$ cat config.mk
export PLATFORM = sky130hd
export DESIGN_NAME = dcache_flush_ctrl
export DESIGN_NICKNAME = d
export VERILOG_FILES = /design/src/rtl/dcache_pkg.sv /design/src/rtl/dcache_flush_mem_if.sv /design/src/rtl/dcache_flush_ctrl.sv
export SDC_FILE = /design/constraint.sdc
export NUM_CORES = 1
export LEC_CHECK = 0
export BUFFER_PORTS_ARGS = -buffer_cell sky130_fd_sc_hd__buf_2
export CAP_MARGIN = 30
export CORE_AREA = 3 3 228 230
export CTS_CLUSTER_DIAMETER = 150
export DETAILED_ROUTE_END_ITERATION = 10
export DIE_AREA = 0 0 231 233
export SLEW_MARGIN = 5
export SYNTH_ARGS = -nofsm -noshare
export SYNTH_HDL_FRONTEND = slang
export SYNTH_SLANG_ARGS = --single-unit
$ cat constraint.sdc
create_clock -name clk_i -period 2.07 [get_ports clk_i]
set_input_delay 0.207 -clock clk_i [delete_from_list [all_inputs] [get_ports clk_i]]
set_output_delay 0.207 -clock clk_i [all_outputs]
set_load 0.02 [all_outputs]
$ cat src/rtl/dcache_pkg.sv
// Shared geometry, tag-entry layout, flush FSM states and line-address helper for the
// 2-way, 16-set, 256-bit-line data cache.
package dcache_pkg;

    localparam int unsigned NUM_SETS  = 16;
    localparam int unsigned NUM_WAYS  = 2;
    localparam int unsigned LINE_W    = 256;
    localparam int unsigned TAG_W     = 25;
    localparam int unsigned ADDR_W    = 32;
    localparam int unsigned IDX_W     = $clog2(NUM_SETS);
    localparam int unsigned WAY_W     = $clog2(NUM_WAYS);
    localparam int unsigned CNT_W     = IDX_W + WAY_W;
    localparam int unsigned OFF_W     = $clog2(LINE_W / 8);
    localparam int unsigned VALID_BIT = TAG_W - 1;
    localparam int unsigned DIRTY_BIT = TAG_W - 2;

    typedef enum logic [2:0] {
        IDLE,
        WAIT_IDLE,
        SCAN,
        WB,
        CLEAR,
        DONE
    } flush_state_t;

    // Byte address of the first byte of a line: {tag, idx, zero offset}.
    function automatic logic [ADDR_W-1:0] line_addr(input logic [TAG_W-3:0] tag,
                                                     input logic [IDX_W-1:0] idx);
        return {tag, idx, {OFF_W{1'b0}}};
    endfunction

endpackage

$ cat src/rtl/dcache_flush_mem_if.sv
// Write-back request holder: latches address/data on start and keeps the memory request
// asserted until the single-cycle acknowledge arrives.
module dcache_flush_mem_if
    import dcache_pkg::*;
(
    input  logic              clk,
    input  logic              rst_n,
    input  logic              start,
    input  logic [ADDR_W-1:0] wb_addr,
    input  logic [LINE_W-1:0] wb_data,
    input  logic              mem_ack,
    output logic              mem_enable,
    output logic              mem_write,
    output logic [ADDR_W-1:0] mem_addr,
    output logic [LINE_W-1:0] mem_data,
    output logic              wb_done
);

    logic              enable_q;
    logic [ADDR_W-1:0] addr_q;
    logic [LINE_W-1:0] data_q;

    always_ff @(posedge clk or negedge rst_n) begin
        if (!rst_n) begin
            enable_q <= 1'b0;
            addr_q   <= '0;
            data_q   <= '0;
        end else if (start) begin
            enable_q <= 1'b1;
            addr_q   <= wb_addr;
            data_q   <= wb_data;
        end else if (enable_q && mem_ack) begin
            enable_q <= 1'b0;
        end
    end

    // Acks arriving while no request is outstanding are dropped here.
    assign wb_done    = enable_q & mem_ack;
    assign mem_enable = enable_q;
    assign mem_write  = enable_q;
    assign mem_addr   = addr_q;
    assign mem_data   = data_q;

endmodule

$ cat src/rtl/dcache_flush_ctrl.sv
// Data-cache flush sequencer: stalls the CPU, walks all (set, way) entries and writes back
// valid+dirty lines. Define DCACHE_FLUSH_INV_EN to also invalidate entries (sram_inv_o).
module dcache_flush_ctrl
    import dcache_pkg::*;
(
    input  logic              clk_i,
    input  logic              rst_i,
    input  logic              flush_req_i,
    input  logic              dcache_idle_i,
    output logic              flush_busy_o,
    output logic              flush_done_o,
    output logic              cpu_stall_o,
    output logic [IDX_W-1:0]  sram_idx_o,
    output logic [WAY_W-1:0]  sram_way_o,
    input  logic [TAG_W-1:0]  sram_tag_i,
    input  logic [LINE_W-1:0] sram_data_i,
`ifdef DCACHE_FLUSH_INV_EN
    output logic              sram_inv_o,
`endif
    output logic              sram_clr_o,
    output logic              mem_enable_o,
    output logic              mem_write_o,
    output logic [ADDR_W-1:0] mem_addr_o,
    output logic [LINE_W-1:0] mem_data_o,
    input  logic              mem_ack_i
);

    localparam logic [CNT_W-1:0] CNT_MAX = CNT_W'(NUM_SETS * NUM_WAYS - 1);

    flush_state_t      state_q, state_d;
    logic [CNT_W-1:0]  cnt_q, cnt_d;
    logic              entry_valid, entry_dirty;
    logic              wb_start, wb_done, advance;
    logic [ADDR_W-1:0] wb_addr;

    always_ff @(posedge clk_i or negedge rst_i) begin
        if (!rst_i) begin
            state_q <= IDLE;
            cnt_q   <= '0;
        end else begin
            state_q <= state_d;
            cnt_q   <= cnt_d;
        end
    end

    assign entry_valid = sram_tag_i[VALID_BIT];
    assign entry_dirty = sram_tag_i[DIRTY_BIT];
    assign sram_idx_o  = cnt_q[IDX_W-1:0];
    assign sram_way_o  = cnt_q[CNT_W-1:IDX_W];
    assign wb_addr     = line_addr(sram_tag_i[TAG_W-3:0], sram_idx_o);

    always_comb begin
        state_d  = state_q;
        cnt_d    = cnt_q;
        wb_start = 1'b0;
        advance  = 1'b0;
        unique case (state_q)
            IDLE:      if (flush_req_i) state_d = WAIT_IDLE;
            WAIT_IDLE: if (dcache_idle_i) state_d = SCAN;
            SCAN: begin
                if (entry_valid && entry_dirty) begin
                    wb_start = 1'b1;
                    state_d  = WB;
`ifdef DCACHE_FLUSH_INV_EN
                end else if (entry_valid) begin
                    state_d = CLEAR;
`endif
                end else begin
                    advance = 1'b1;
                end
            end
            WB:        if (wb_done) state_d = CLEAR;
            CLEAR:     advance = 1'b1;
            DONE:      state_d = IDLE;
            default:   state_d = IDLE;
        endcase
        // Counter wraps to zero on the final entry, leaving it ready for the next flush.
        if (advance) begin
            cnt_d   = cnt_q + 1'b1;
            state_d = (cnt_q == CNT_MAX) ? DONE : SCAN;
        end
    end

    assign flush_busy_o = (state_q != IDLE);
    assign cpu_stall_o  = flush_busy_o;
    assign flush_done_o = (state_q == DONE);

`ifdef DCACHE_FLUSH_INV_EN
    // CLEAR is also used for clean entries; only a written-back line needs its dirty strobe.
    logic wb_pending_q;

    always_ff @(posedge clk_i or negedge rst_i) begin
        if (!rst_i) begin
            wb_pending_q <= 1'b0;
        end else if (wb_start) begin
            wb_pending_q <= 1'b1;
        end else if (state_q == CLEAR) begin
            wb_pending_q <= 1'b0;
        end
    end

    assign sram_clr_o = (state_q == CLEAR) && wb_pending_q;
    assign sram_inv_o = (state_q == CLEAR);
`else
    assign sram_clr_o = (state_q == CLEAR);
`endif

    dcache_flush_mem_if u_mem_if (
        .clk        (clk_i),
        .rst_n      (rst_i),
        .start      (wb_start),
        .wb_addr    (wb_addr),
        .wb_data    (sram_data_i),
        .mem_ack    (mem_ack_i),
        .mem_enable (mem_enable_o),
        .mem_write  (mem_write_o),
        .mem_addr   (mem_addr_o),
        .mem_data   (mem_data_o),
        .wb_done    (wb_done)
    );

endmodule
======== Yosys cells after proc, flatten, opt, wreduce, memory -nomap -nowiden ========
Index checks and enable logic that the tools add are counted.
word-level totals
  register bits ........................... 292
  bits of input ports ..................... 286
  output and inout port bits .............. 299
  logic and storage cells ................. 37
operators by class
  add/sub/neg operators ................... 1
  equality and inequality tests ........... 11
  muxes and demuxes ....................... 13
  bitwise gates (word level) .............. 1
  reduce and logical (&&, ||, !) cells .... 6
operators with widths
  kind                                                  number
  two-way mux 3 bit                                     6
  one-hot mux 3 bit (5 select lines)                    1
  != test 3 bit (second input constant)                 3
  equality test 3 x 2 -> 1 bit (second input constant)  2
  equality test 3 bit (second input constant)           2
  adder 5 x 1 -> 5 bit (second input constant)          1
  equality test 5 bit (second input constant)           1
  two-way mux 1 bit                                     5
  AND reduction 5 bit                                   1
  equality test 3 x 1 -> 1 bit (second input constant)  1
  logical NOT 3 bit                                     1
  != test 3 x 2 -> 1 bit (second input constant)        1
  nonzero test 3 bit                                    1
  logical AND 1 bit                                     2
  != test 2 x 1 -> 1 bit (second input constant)        1
  one-hot mux 1 bit (2 select lines)                    1
  nonzero test 2 bit                                    1
  bitwise AND 1 bit                                     1

======== Depth between registers and ports, before layout ========
Gate-level depths: netlist of run 1.
  depth after elaboration ................. 5
  mapped depth ............................ 6
  depth with buffers taken out ............ 6

======== Modules after synthesis ========
A second synthesis of run 1 with hierarchy kept.
unflattened totals
  cells, all modules ...................... 662
  area, all modules ....................... 12057.8 µm²
modules (own cells, without submodules)
  module               times used  cells an instance  area an instance (µm²)  seq. area each (µm²)
  dcache_flush_mem_if  1           613                11567.3                 7231.9
  dcache_flush_ctrl    1           49                 490.5                   200.2

======== Worst setup path before layout of run 1 ========
Ideal clock, no wire load.
  path kind ............................... register -> register
  start ................................... reg state_q[2]
  end ..................................... reg u_mem_if.addr_q[31] (netlist: u_mem_if.mem_addr[31])
  setup time .............................. 125 ps
  arrival time ............................ 1499 ps
  data required time ...................... 1945 ps
  path slack .............................. 446 ps
  stages on the path, launching flop included .. 6
  period minus slack after synthesis ...... 1624 ps
  cells stage by stage .................... dfrtp_1 -> nand2b_1 -> nor3_2 -> buf_2 -> buf_4 -> mux2_2
between the ends
  cells in the longest elaborated chain, start to end .. 2
ends and longest elaborated chain
  item                          line                       text
  start, declared               dcache_flush_ctrl.sv:30    flush_state_t state_q, state_d;
  start signal, assigned        dcache_flush_ctrl.sv:41    state_q <= state_d;
  equality test 3 x 2 -> 1 bit  dcache_flush_ctrl.sv:57    unique case (state_q)
  two-way mux 1 bit             dcache_flush_ctrl.sv:57
  end signal, assigned          dcache_flush_mem_if.sv:30  addr_q <= wb_addr;
  end, declared                 dcache_flush_mem_if.sv:20  logic [ADDR_W-1:0] addr_q;
Every way passes these cells.
A chain may end at the register's enable or synchronous reset.

======== Final worst setup path of run 1 ========
  start ................................... reg state_q[0]
  end ..................................... out cpu_stall_o
between the ends
  cells in the longest elaborated chain, start to end .. 1
ends and longest elaborated chain
  item                line                     text
  nonzero test 3 bit  dcache_flush_ctrl.sv:84  assign flush_busy_o = (state_q != IDLE);
  end, declared       dcache_flush_ctrl.sv:12  output logic cpu_stall_o,
Every way passes these cells.

==> results of run 1 <==
cell usage after synthesis (all sizes together), types with 3 or more instances:
library cell,number
dfrtp,292
mux2,285
buf,38
nor2b,4
a21oi,3
nand2b,3
nor2,3
xor2,3
cell type report:
cell class              count  area share [%]
flip-flops and latches    292            38.3
diodes                      1          0.0131
inverters                   1          0.0197
clock inverters            16           0.847
well taps                 672            4.41
repair buffers            908            32.8
multi-input cells         326            18.2
clock buffers              44            5.36
what timing repair did:
item | 4_1_cts | 5_1_grt
hold endpoints to repair | 335 | 0
hold buffers | 283 | 0
setup endpoints to repair | 0 | 2
buffers inserted | 0 | 0
gates resized for setup | 0 | 1
flip-flops by register name, summed over array words and instances (netlist names):
name / count
state_q: 3
u_mem_if.mem_data: 256
cnt_q: 5
u_mem_if.mem_addr: 27
u_mem_if.mem_enable: 1
metal layers:
metal | GRT usage (%) | vias up | wire length (um)
met2 | 23.3 | 414 | 19000
li1 | - | 4123 | -
met5 | 0 | - | 0
met1 | 13.1 | 4421 | 12700
met3 | 4.37 | 83 | 3010
met4 | 6.00 | 0 | 1460
kinds of logic after synthesis:
group,Yosys count
multiplexers,285
buffers and inverters,40
flip-flops,292
AO/OA/AOI/OAI,11
other,1
XOR/XNOR,3
AND/OR/NAND/NOR,20
adder cells (fa/ha/maj),2
power by group through the flow:
stage	Clock, uW	Sequential [uW]	Combinational (uW)
6_report	6210	9960	11100
5_1_grt	6690	10300	11700
4_1_cts	6460	9940	11100
3_5_place_dp	0	9970	10700
3_3_place_gp	0	9900	10500
2_1_floorplan	0	13300	2950
worst paths after layout:
kind / startpoint / slack [ns] / to / depth (start not counted)
min in group clk_i: sram_tag_i[23] / 0.37 / state_q[1]$_DFFE_PN0P_ / 5
worst min register to register: u_mem_if.mem_addr[16]$_DFFE_PN0P_ / 0.49 / u_mem_if.mem_addr[16]$_DFFE_PN0P_ / 1
worst min-delay path: rst_i / 0.28 / u_mem_if.mem_data[121]$_DFFE_PN0P_ / 2
worst max-delay path: state_q[0]$_DFFE_PN0P_ / 0.18 / cpu_stall_o / 3
max in group asynchronous: rst_i / 1.09 / u_mem_if.mem_data[17]$_DFFE_PN0P_ / 3
worst max register to register: state_q[2]$_DFFE_PN0P_ / 0.25 / u_mem_if.mem_data[205]$_DFFE_PN0P_ / 5
stage by stage:
step	util, %	power, uW	hold WS (ns)	area (um^2)	std cells
floorplan	-	16300	-0.0886	11100	658
global placement	30.0	20400	0.233	15000	1916
detailed placement	30.0	20700	0.243	15000	1916
CTS	38.1	27500	0.265	19100	2259
global route	38.1	28700	0.296	19100	2259
finish	38.1	27200	0.283	19100	2260
worst max-delay path, cell delays in order (launching register included):
cell and delay (ns):
dfrtp_1 0.40, buf_4 0.18, or3_1 0.38, buf_2 0.19
layout by cell type, fill, tap and decap left out, types with 5 or more instances in the layout:
cell	synthesis	final
buf_4	25	33
mux2_2	264	264
mux2_1	21	21
clkbuf_8	0	7
clkinv_2	0	11
buf_2	3	578
clkbuf_16	0	37
buf_12	0	13
dfrtp_1	292	292
dlygate4sd3_1	0	283
conb_1	1	5
==> impl_metrics.tcl, run 1 <==
set metrics [dict create \
    status "completed" \
    p_switching_uw 10200 \
    pwr-share-clk_pct 22.8 \
    maxSlewHeadroom_pct 57.1 \
    period_needed_ns 1.89 \
    synth_top_area_share_pct 65.9 \
    grt_antenna_before_repair 0 \
    ant_nets 0 \
    slew_violations 0 \
    cts_root_buf "clkbuf_16" \
    setup_viol 0 \
    synth.area.mux_share_pct 29.0 \
    power_density_nw_per_um2 1430 \
    fin_skew_ns 0.0122 \
    num_io_pins 585 \
    syn_area_um2 11100 \
    postSynthCellCount 654 \
    synth_compound_area_share_pct 0.689 \
    wl_per_cell_um 16.0 \
    dpl.hpwl_um 24700 \
    initial_core_util_pct 22.1 \
    comb_power_share_pct 40.6 \
    tns_ns 0 \
    seqPwrFrac_pct 36.6 \
    drtIter0Drc 120 \
    numClockSinks 292 \
    grtUsageTotal_pct 12.8 \
    die_w_um 231 \
    gp_congestion 0.812 \
    synth-simple-area-share_pct 1.03 \
    crit_fanout 11 \
    clock_latency_ns 0.52 \
    synth_largest_area_cell "dfrtp_1" \
    vias 9041 \
    yosys_register_bits 292 \
    multi_input_area_um2 3480 \
    grt_pass1_wl_um 54400 \
    drive_gt1_share_pct 59.9 \
    drt-pass1-iter-count 4 \
    clockBufferDepth 3 \
    numCtsBuffers 34 \
    core.rowCount 82 \
    period_share_pct 91.1 \
    clkTransAtPathRegs_ns 0.06 \
    overflow 0 \
    worstHoldPathType "primary input to async pin" \
    fmax_mhz 530 \
    drc 0 \
    wl_um 36100 \
    synth_edf_count 0 \
    worstPathArrival_ns 1.68 \
    core_area_um2 50100 \
    grt_pass1_vias 9967 \
    cp-start-kind "register" \
    areaGrowthSynthToFinish_pct 72.0 \
    required_ns 1.86 \
    fp.dieH_um 233 \
    synthAdderAreaFrac_pct 0.226 \
    numPortBuffers 579 \
    seq_area_um2 7310 \
    cts_tree "done" \
    crit_type "register to output port" \
    dp_slack_ns 0.213 \
    synth_xor_xnor_area_share_pct 0.237 \
    fin_nets 1851 \
    postLayoutSetupSlackWorst_ns 0.184 \
    p_sw_share_pct 37.4 \
    die_area_um2 53800 \
    synth_ff_type "dfrtp_1" \
    yosysWarnings 0 \
    worst-slew-pin-transition_ns 0.644 \
    ys_seq_area_share_pct 65.9 \
    postSynth.asyncResetShare_pct 100 \
    synth.avg_cell_area_um2 16.9 \
    synth_area_leaders "dfrtp_1 (66%), mux2_2 (27%), mux2_1 (2.1%), buf_4 (1.7%), buf_6 (1.0%)" \
    grt_setup_unrepaired "false" \
    grt_max_degree 71 \
    end_kind "output port" \
    hold_violations 0 \
    synth_top_family_by_area "multiplexers" \
    synthDistinctLibCells 30 \
    vias_per_cell 4.00 \
    ir_drop_mv 0.972 \
    intPower_uw 17000 \
    cts-htree-levels 2 \
    p_leak_uw 0.00932 \
    n_fill_cell 4712 \
    maxCapViolCount 0 \
]
Note: power is estimated with default switching activity, not from simulation.
==> inputs of run 2 (changes only) <==
--- a/config.mk
+++ b/config.mk
@@ -7,11 +7,12 @@
 export LEC_CHECK = 0
 export BUFFER_PORTS_ARGS = -buffer_cell sky130_fd_sc_hd__buf_2
 export CAP_MARGIN = 30
-export CORE_AREA = 3 3 228 230
+export CORE_AREA = 3 3 229 231
 export CTS_CLUSTER_DIAMETER = 150
 export DETAILED_ROUTE_END_ITERATION = 10
-export DIE_AREA = 0 0 231 233
+export DIE_AREA = 0 0 232 234
 export SLEW_MARGIN = 5
 export SYNTH_ARGS = -nofsm -noshare
 export SYNTH_HDL_FRONTEND = slang
+export SYNTH_HIERARCHICAL = 1
 export SYNTH_SLANG_ARGS = --single-unit
==> constraint.sdc (replaced) <==
create_clock -name clk_i -period 1.8 [get_ports clk_i]
set_input_delay 0.18 -clock clk_i [delete_from_list [all_inputs] [get_ports clk_i]]
set_output_delay 0.18 -clock clk_i [all_outputs]
set_load 0.02 [all_outputs]
==> run 2 against run 1 <==
  * The flow now finishes with violations (negative setup slack)
  * Register-to-register slack got worse by 0.30 ns
  * Sequential share of layout area fell by 1.8 points
  * Via count rose by 2.0%
  * Clock power rose by 12%
  * Critical path depth rose by 3
  * Hold slack got worse by 0.11 ns
  * Clock skew barely moved
  * Combinational power rose by 38%
  * Highest routed layer is now met5
==> impl_metrics.tcl, run 2 <==
set metrics [dict create \
    status "complete, but fails checks" \
    violations "negative setup slack" \
    place_area_um2 16100 \
    end_kind "register" \
    largest_reg_flops 256 \
    synth_ff_type "dfrtp_1" \
    ys_seq_area_share_pct 61.6 \
    final_cell_mix "buf_2 (581), dfrtp_1 (297), dlygate4sd3_1 (283), mux2_4 (202), mux2_2 (88)" \
    crit_cells 6 \
    yosys_register_bits 297 \
    crit_type "register to register" \
    numClockSinks 297 \
    seqPwrFrac_pct 35.0 \
    grt_pass1_vias 10590 \
    final_cells 2300 \
    power_density_nw_per_um2 1690 \
    drtIter0Drc 230 \
    path_common_cell "buf_12" \
    intPower_uw 21600 \
    grt_antenna_before_repair 3 \
    holdWs_ns 0.169 \
    drc 0 \
    cp_top_family "buffers and inverters" \
    synth_largest_area_cell "dfrtp_1" \
    slowest_delay_ns 0.40 \
    p_switching_uw 12700 \
    maxCapViolCount 0 \
    cpMaxStageDelayCell "dfrtp_1" \
    drive_gt1_share_pct 61.9 \
    overflow 0 \
    crit_fanout 21 \
    die_w_um 232 \
    required_ns 2.21 \
    postSynthCellCount 662 \
    critPathBufInv 3 \
    p_sw_share_pct 37.0 \
    cp-start-kind "register" \
    areaGrowthSynthToFinish_pct 68.6 \
    synth_edf_count 0 \
    worstHoldPathType "primary input to register" \
    placed_cells 1942 \
    cts_tree "done" \
    setup_viol 99 \
    pwr-share-clk_pct 20.3 \
    postLayoutSetupSlackWorst_ns -0.0494 \
    grt_setup_unrepaired "true" \
    fp.dieH_um 234 \
    hold_depth 5 \
    clockBufferDepth 3 \
    wl_um 39500 \
    vias_per_cell 4.01 \
    gp_congestion 0.804 \
    yosysWarnings 6 \
    numCtsBuffers 35 \
    core_area_um2 50300 \
    syn_area_um2 12100 \
    fin_skew_ns 0.0126 \
    slew_violations 0 \
    design_area_um2 20300 \
    wl_per_cell_um 17.2 \
    vias 9220 \
    initial_core_util_pct 24.0 \
    clock_latency_ns 0.54 \
    p_leak_uw 0.0101 \
    crit_chain "and2b_2 -> nor3b_4 -> buf_4 -> buf_12 -> buf_12 -> mux2_2" \
    postSynth.asyncResetShare_pct 100 \
    yosys-top-cells-count "dfrtp_1 (297), mux2_4 (200), mux2_2 (90)" \
    period_needed_ns 1.85 \
    ant_nets 0 \
    worstPathArrival_ns 2.26 \
    synth_area_leaders "dfrtp_1 (62%), mux2_4 (25%), mux2_2 (8.4%), buf_6 (2.3%), buf_2 (0.33%)" \
    final_common_cell "buf_2" \
    grt_pass1_wl_um 59800 \
    num_io_pins 585 \
    clkTransAtPathRegs_ns 0.06 \
    worstRegToRegCells 6 \
    synth.avg_cell_area_um2 18.2 \
    grtUsageTotal_pct 13.9 \
    comb_power_share_pct 44.7 \
    dpl.hpwl_um 26900 \
    fmax_mhz 541 \
    numPortBuffers 584 \
    synth_top_area_share_pct 61.6 \
    post-synth-top-count-cell "dfrtp_1" \
    fin_nets 1890 \
    core.rowCount 82 \
    cts-htree-levels 2 \
    drt-pass1-iter-count 4 \
    n_fill_cell 4612 \
    die_area_um2 54300 \
    period_share_pct 103 \
    ir_drop_mv 1.03 \
    dp_slack_ns -0.241 \
    synthDistinctLibCells 31 \
    cts_root_buf "clkbuf_16" \
    grt_max_degree 66 \
    hold_violations 0 \
]
run 2: cell count changes after synthesis, sizes merged, moves of 2 or more:
cell / previous run / this run
xnor2: 0 / 2
nand3: 2 / 0
nand2: 2 / 7
nor3b: 1 / 3
dfrtp: 292 / 297
xor2: 3 / 1
buf: 38 / 35
nor2b: 4 / 1
nor3: 2 / 0
mux2: 285 / 290
run 2: path summary, 6_finish.rpt:
kind / end / start / slack [ns]
max in group asynchronous: u_mem_if/mem_data[98]$_DFFE_PN0P_ / rst_i / 0.86
min: cnt_q[2]$_DFFE_PN0P_ / sram_tag_i[23] / 0.17
min in group asynchronous: u_mem_if/mem_data[125]$_DFFE_PN0P_ / rst_i / 0.19
min reg2reg: u_mem_if/mem_data[145]$_DFFE_PN0P_ / u_mem_if/mem_data[145]$_DFFE_PN0P_ / 0.50
max reg2reg: u_mem_if/mem_data[65]$_DFFE_PN0P_ / state_q[2]$_DFFE_PN0P_ / -0.05
max: u_mem_if/mem_data[65]$_DFFE_PN0P_ / state_q[2]$_DFFE_PN0P_ / -0.05
run 2: cell families (layout without fill, tap and decap cells):
logic type	after synthesis	after routing	synth area share, %
multiplexers	290	290	33.3
adder cells (fa/ha/maj)	2	2	0.208
XOR/XNOR	3	3	0.218
other	1	7	0.0311
flip-flops	297	297	61.6
AND/OR/NAND/NOR	23	23	1.09
buffers and inverters	37	997	2.85
AO/OA/AOI/OAI	9	9	0.654
run 2: repair_timing:
item | in CTS | in global routing
gates cloned | 1 | 0
setup endpoints to repair | 290 | 189
hold endpoints to repair | 451 | 0
gates resized for setup | 22 | 7
pin swaps | 1 | 1
hold buffers | 283 | 0
setup buffers | 12 | 1
run 2: area by class of cell:
| class | instances | area, um^2 | share of cell area [%] |
|---|---|---|---|
| Antenna cell | 2 | 5.00 | 0.0246 |
| Clock buffer | 52 | 1050 | 5.16 |
| Clock inverter | 9 | 81.3 | 0.400 |
| Inverter | 1 | 3.75 | 0.0185 |
| Multi-Input combinational cell | 332 | 4330 | 21.3 |
| Sequential cell | 297 | 7430 | 36.6 |
| Tap cell | 672 | 841 | 4.14 |
| Timing Repair Buffer | 935 | 6590 | 32.4 |
run 2: worst min-delay path, delay by kind of cell:
family,cells,cell delay (ns)
compound gates,2,0.25
xor+xnor,1,0.06
buf+inv,1,0.09
simple gates,1,0.08
run 2: through the flow:
stage / utilization, % / total power [uW] / TNS (ns)
3_5_place_dp: 32.1 / 26600 / -49.85
5_1_grt: 40.4 / 36000 / -10.37
2_1_floorplan: - / 21100 / 0
3_3_place_gp: 32.1 / 26300 / -56.71
6_report: 40.4 / 34300 / -1.76
4_1_cts: 40.4 / 34500 / -2.29
run 2: metal layers:
| layer | routed length [um] | vias to the layer above | global-route usage, % | share of wire [%] |
|---|---|---|---|---|
| met2 | 20700 | 381 | 25.8 | 52 |
| met1 | 14600 | 4545 | 15.0 | 37 |
| met3 | 2850 | 77 | 3.80 | 7.2 |
| li1 | - | 4215 | - | - |
| met5 | 13 | - | 0 | 0.033 |
| met4 | 1300 | 2 | 5.21 | 3.3 |
run 2: power by group through the flow:
stage          logic, uW  clock network (uW)  registers, uW
2_1_floorplan       5250                   0          15800
3_3_place_gp       14500                   0          11900
3_5_place_dp       14600                   0          11900
4_1_cts            15400                7220          11900
5_1_grt            16100                7480          12400
6_report           15300                6960          12000
==> inputs of run 3 (changes only) <==
==> constraint.sdc (replaced) <==
create_clock -name clk_i -period 1.8 [get_ports clk_i]
set_input_delay 0.09 -clock clk_i [delete_from_list [all_inputs] [get_ports clk_i]]
set_output_delay 0.09 -clock clk_i [all_outputs]
set_load 0.02 [all_outputs]
==> run 3 against run 2 <==
  * The run now ends clean
  * Worst setup slack better by 0.059 ns
  * Register-to-register slack better by 0.06 ns
  * Sequential share of layout area fell by 0.60 points
==> impl_metrics.tcl, run 3 (synthesis gave the netlist of run 2 again) <==
set metrics [dict create \
    status "completed" \
    fp.dieH_um 234 \
    period_share_pct 99.4 \
    slew_violations 0 \
    num_io_pins 585 \
    cts_root_buf "clkbuf_16" \
    design_area_um2 20700 \
    worstHoldPathType "primary input to register" \
    grt_use_met2_pct 25.1 \
    crit_fanout 11 \
    clock_latency_ns 0.52 \
    wl_per_cell_um 17.3 \
    overflow 0 \
    grt_setup_unrepaired "true" \
    grt_use_met3_pct 3.56 \
    grt_pass1_wl_um 58600 \
    p_leak_uw 0.0102 \
    largest_reg_flops 256 \
    cts_tree "done" \
    grt_antenna_before_repair 2 \
    grtUsageMet1_pct 14.9 \
    die_w_um 232 \
    numPortBuffers 584 \
    clkTransAtPathRegs_ns 0.06 \
    place_area_um2 16100 \
    numCtsBuffers 35 \
    postLayoutSetupSlackWorst_ns 0.00994 \
    areaGrowthSynthToFinish_pct 71.4 \
    core.rowCount 82 \
    setup_viol 0 \
    dp_slack_ns -0.00298 \
    crit_type "register to register" \
    fin_skew_ns 0.00733 \
    die_area_um2 54300 \
    grt-busiest-layer "met2" \
    drt-pass1-iter-count 8 \
    grt_pass1_vias 10476 \
    tns_ns 0 \
    cp-start-kind "register" \
    gp_congestion 0.793 \
    core_area_um2 50300 \
    ir_drop_mv 0.872 \
    power_density_nw_per_um2 1680 \
    fmax_mhz 559 \
    wl_um 39900 \
    grt_max_degree 65 \
    vias 9360 \
    drive_gt1_share_pct 61.6 \
    final_cells 2301 \
    vias_per_cell 4.07 \
    hold_violations 0 \
    drtIter0Drc 210 \
    final_cell_mix "buf_2 (581), dfrtp_1 (297), dlygate4sd3_1 (283), mux2_4 (213), mux2_2 (77)" \
    period_needed_ns 1.79 \
    clockBufferDepth 3 \
    ant_nets 0 \
    hold_depth 4 \
    maxCapViolCount 0 \
    drc 0 \
    cts-htree-levels 2 \
    initial_core_util_pct 24.0 \
    holdWs_ns 0.0760 \
    final_common_cell "buf_2" \
    worstRegToRegCells 5 \
    grtUsageTotal_pct 13.6 \
    end_kind "register" \
    numClockSinks 297 \
    dpl.hpwl_um 26800 \
    fin_nets 1892 \
    worstPathArrival_ns 2.19 \
    placed_cells 1932 \
    required_ns 2.20 \
]
[run 3: changes by cell type in the layout (fill, tap and decap cells not counted), sizes merged]
cell and change:
buf -9, bufbuf +1, bufinv +2, clkbuf +12, clkinv -2, inv -3
[run 3: through the flow]
step	utilization [%]	total power, uW
after floorplan	-	21100
after global placement	32.0	26300
after detailed placement	32.0	26600
after CTS	40.1	34600
after global routing	41.1	36500
final	41.1	34700
[run 3: path summary, 6_finish.rpt]
path / startpoint / to / slack, ns
setup / recovery: state_q[2]$_DFFE_PN0P_ / u_mem_if/mem_data[41]$_DFFE_PN0P_ / 0.01
hold / removal: sram_tag_i[23] / cnt_q[0]$_DFFE_PN0P_ / 0.08
setup reg to reg: state_q[2]$_DFFE_PN0P_ / u_mem_if/mem_data[41]$_DFFE_PN0P_ / 0.01
hold reg to reg: u_mem_if/mem_data[111]$_DFFE_PN0P_ / u_mem_if/mem_data[111]$_DFFE_PN0P_ / 0.50
max in group asynchronous: rst_i / u_mem_if/mem_data[77]$_DFFE_PN0P_ / 0.95
min in group asynchronous: rst_i / u_mem_if/mem_data[212]$_DFFE_PN0P_ / 0.10
[run 3: metal layers]
metal	vias to the layer above	wire (um)
met3	85	2690
li1	4224	-
met4	0	1330
met2	399	20900
met5	-	0
met1	4652	15000
[run 3: report_power, final]
part | total, uW | switching (uW) | leakage [uW] | internal (uW)
Sequential | 11900 | 1950 | 0.00360 | 10000
Combinational | 15600 | 8010 | 0.00600 | 7560
Clock | 7220 | 2680 | 0.000584 | 4540
Total | 34700 | 12600 | 0.0102 | 22100
[run 3: final cells by class]
| cell class | instances | area, um^2 |
|---|---|---|
| antenna | 2 | 5.00 |
| sequential | 297 | 7430 |
| multi-input combinational | 332 | 4360 |
| clock buffer | 54 | 1080 |
| clock inverter | 6 | 105 |
| fill | 4533 | 29600 |
| timing repair buffer | 937 | 6840 |
| tap | 672 | 841 |
| inverter | 1 | 3.75 |
[run 3: worst max-delay path: stages, from the launching register on]
cell and delay (ns):
dfrtp_1 0.37, and2b_2 0.22, nor3b_4 0.21, buf_6 0.22
bufbuf_16 0.32, mux2_2 0.34
[run 3: timing repair]
item                                    in CTS  in global routing
resized for setup                            5                 34
cloned                                       1                 10
endpoints found under the setup margin      52                262
buffers inserted                             0                 13
endpoints found under the hold margin      579                  0
hold buffers                               283                  0
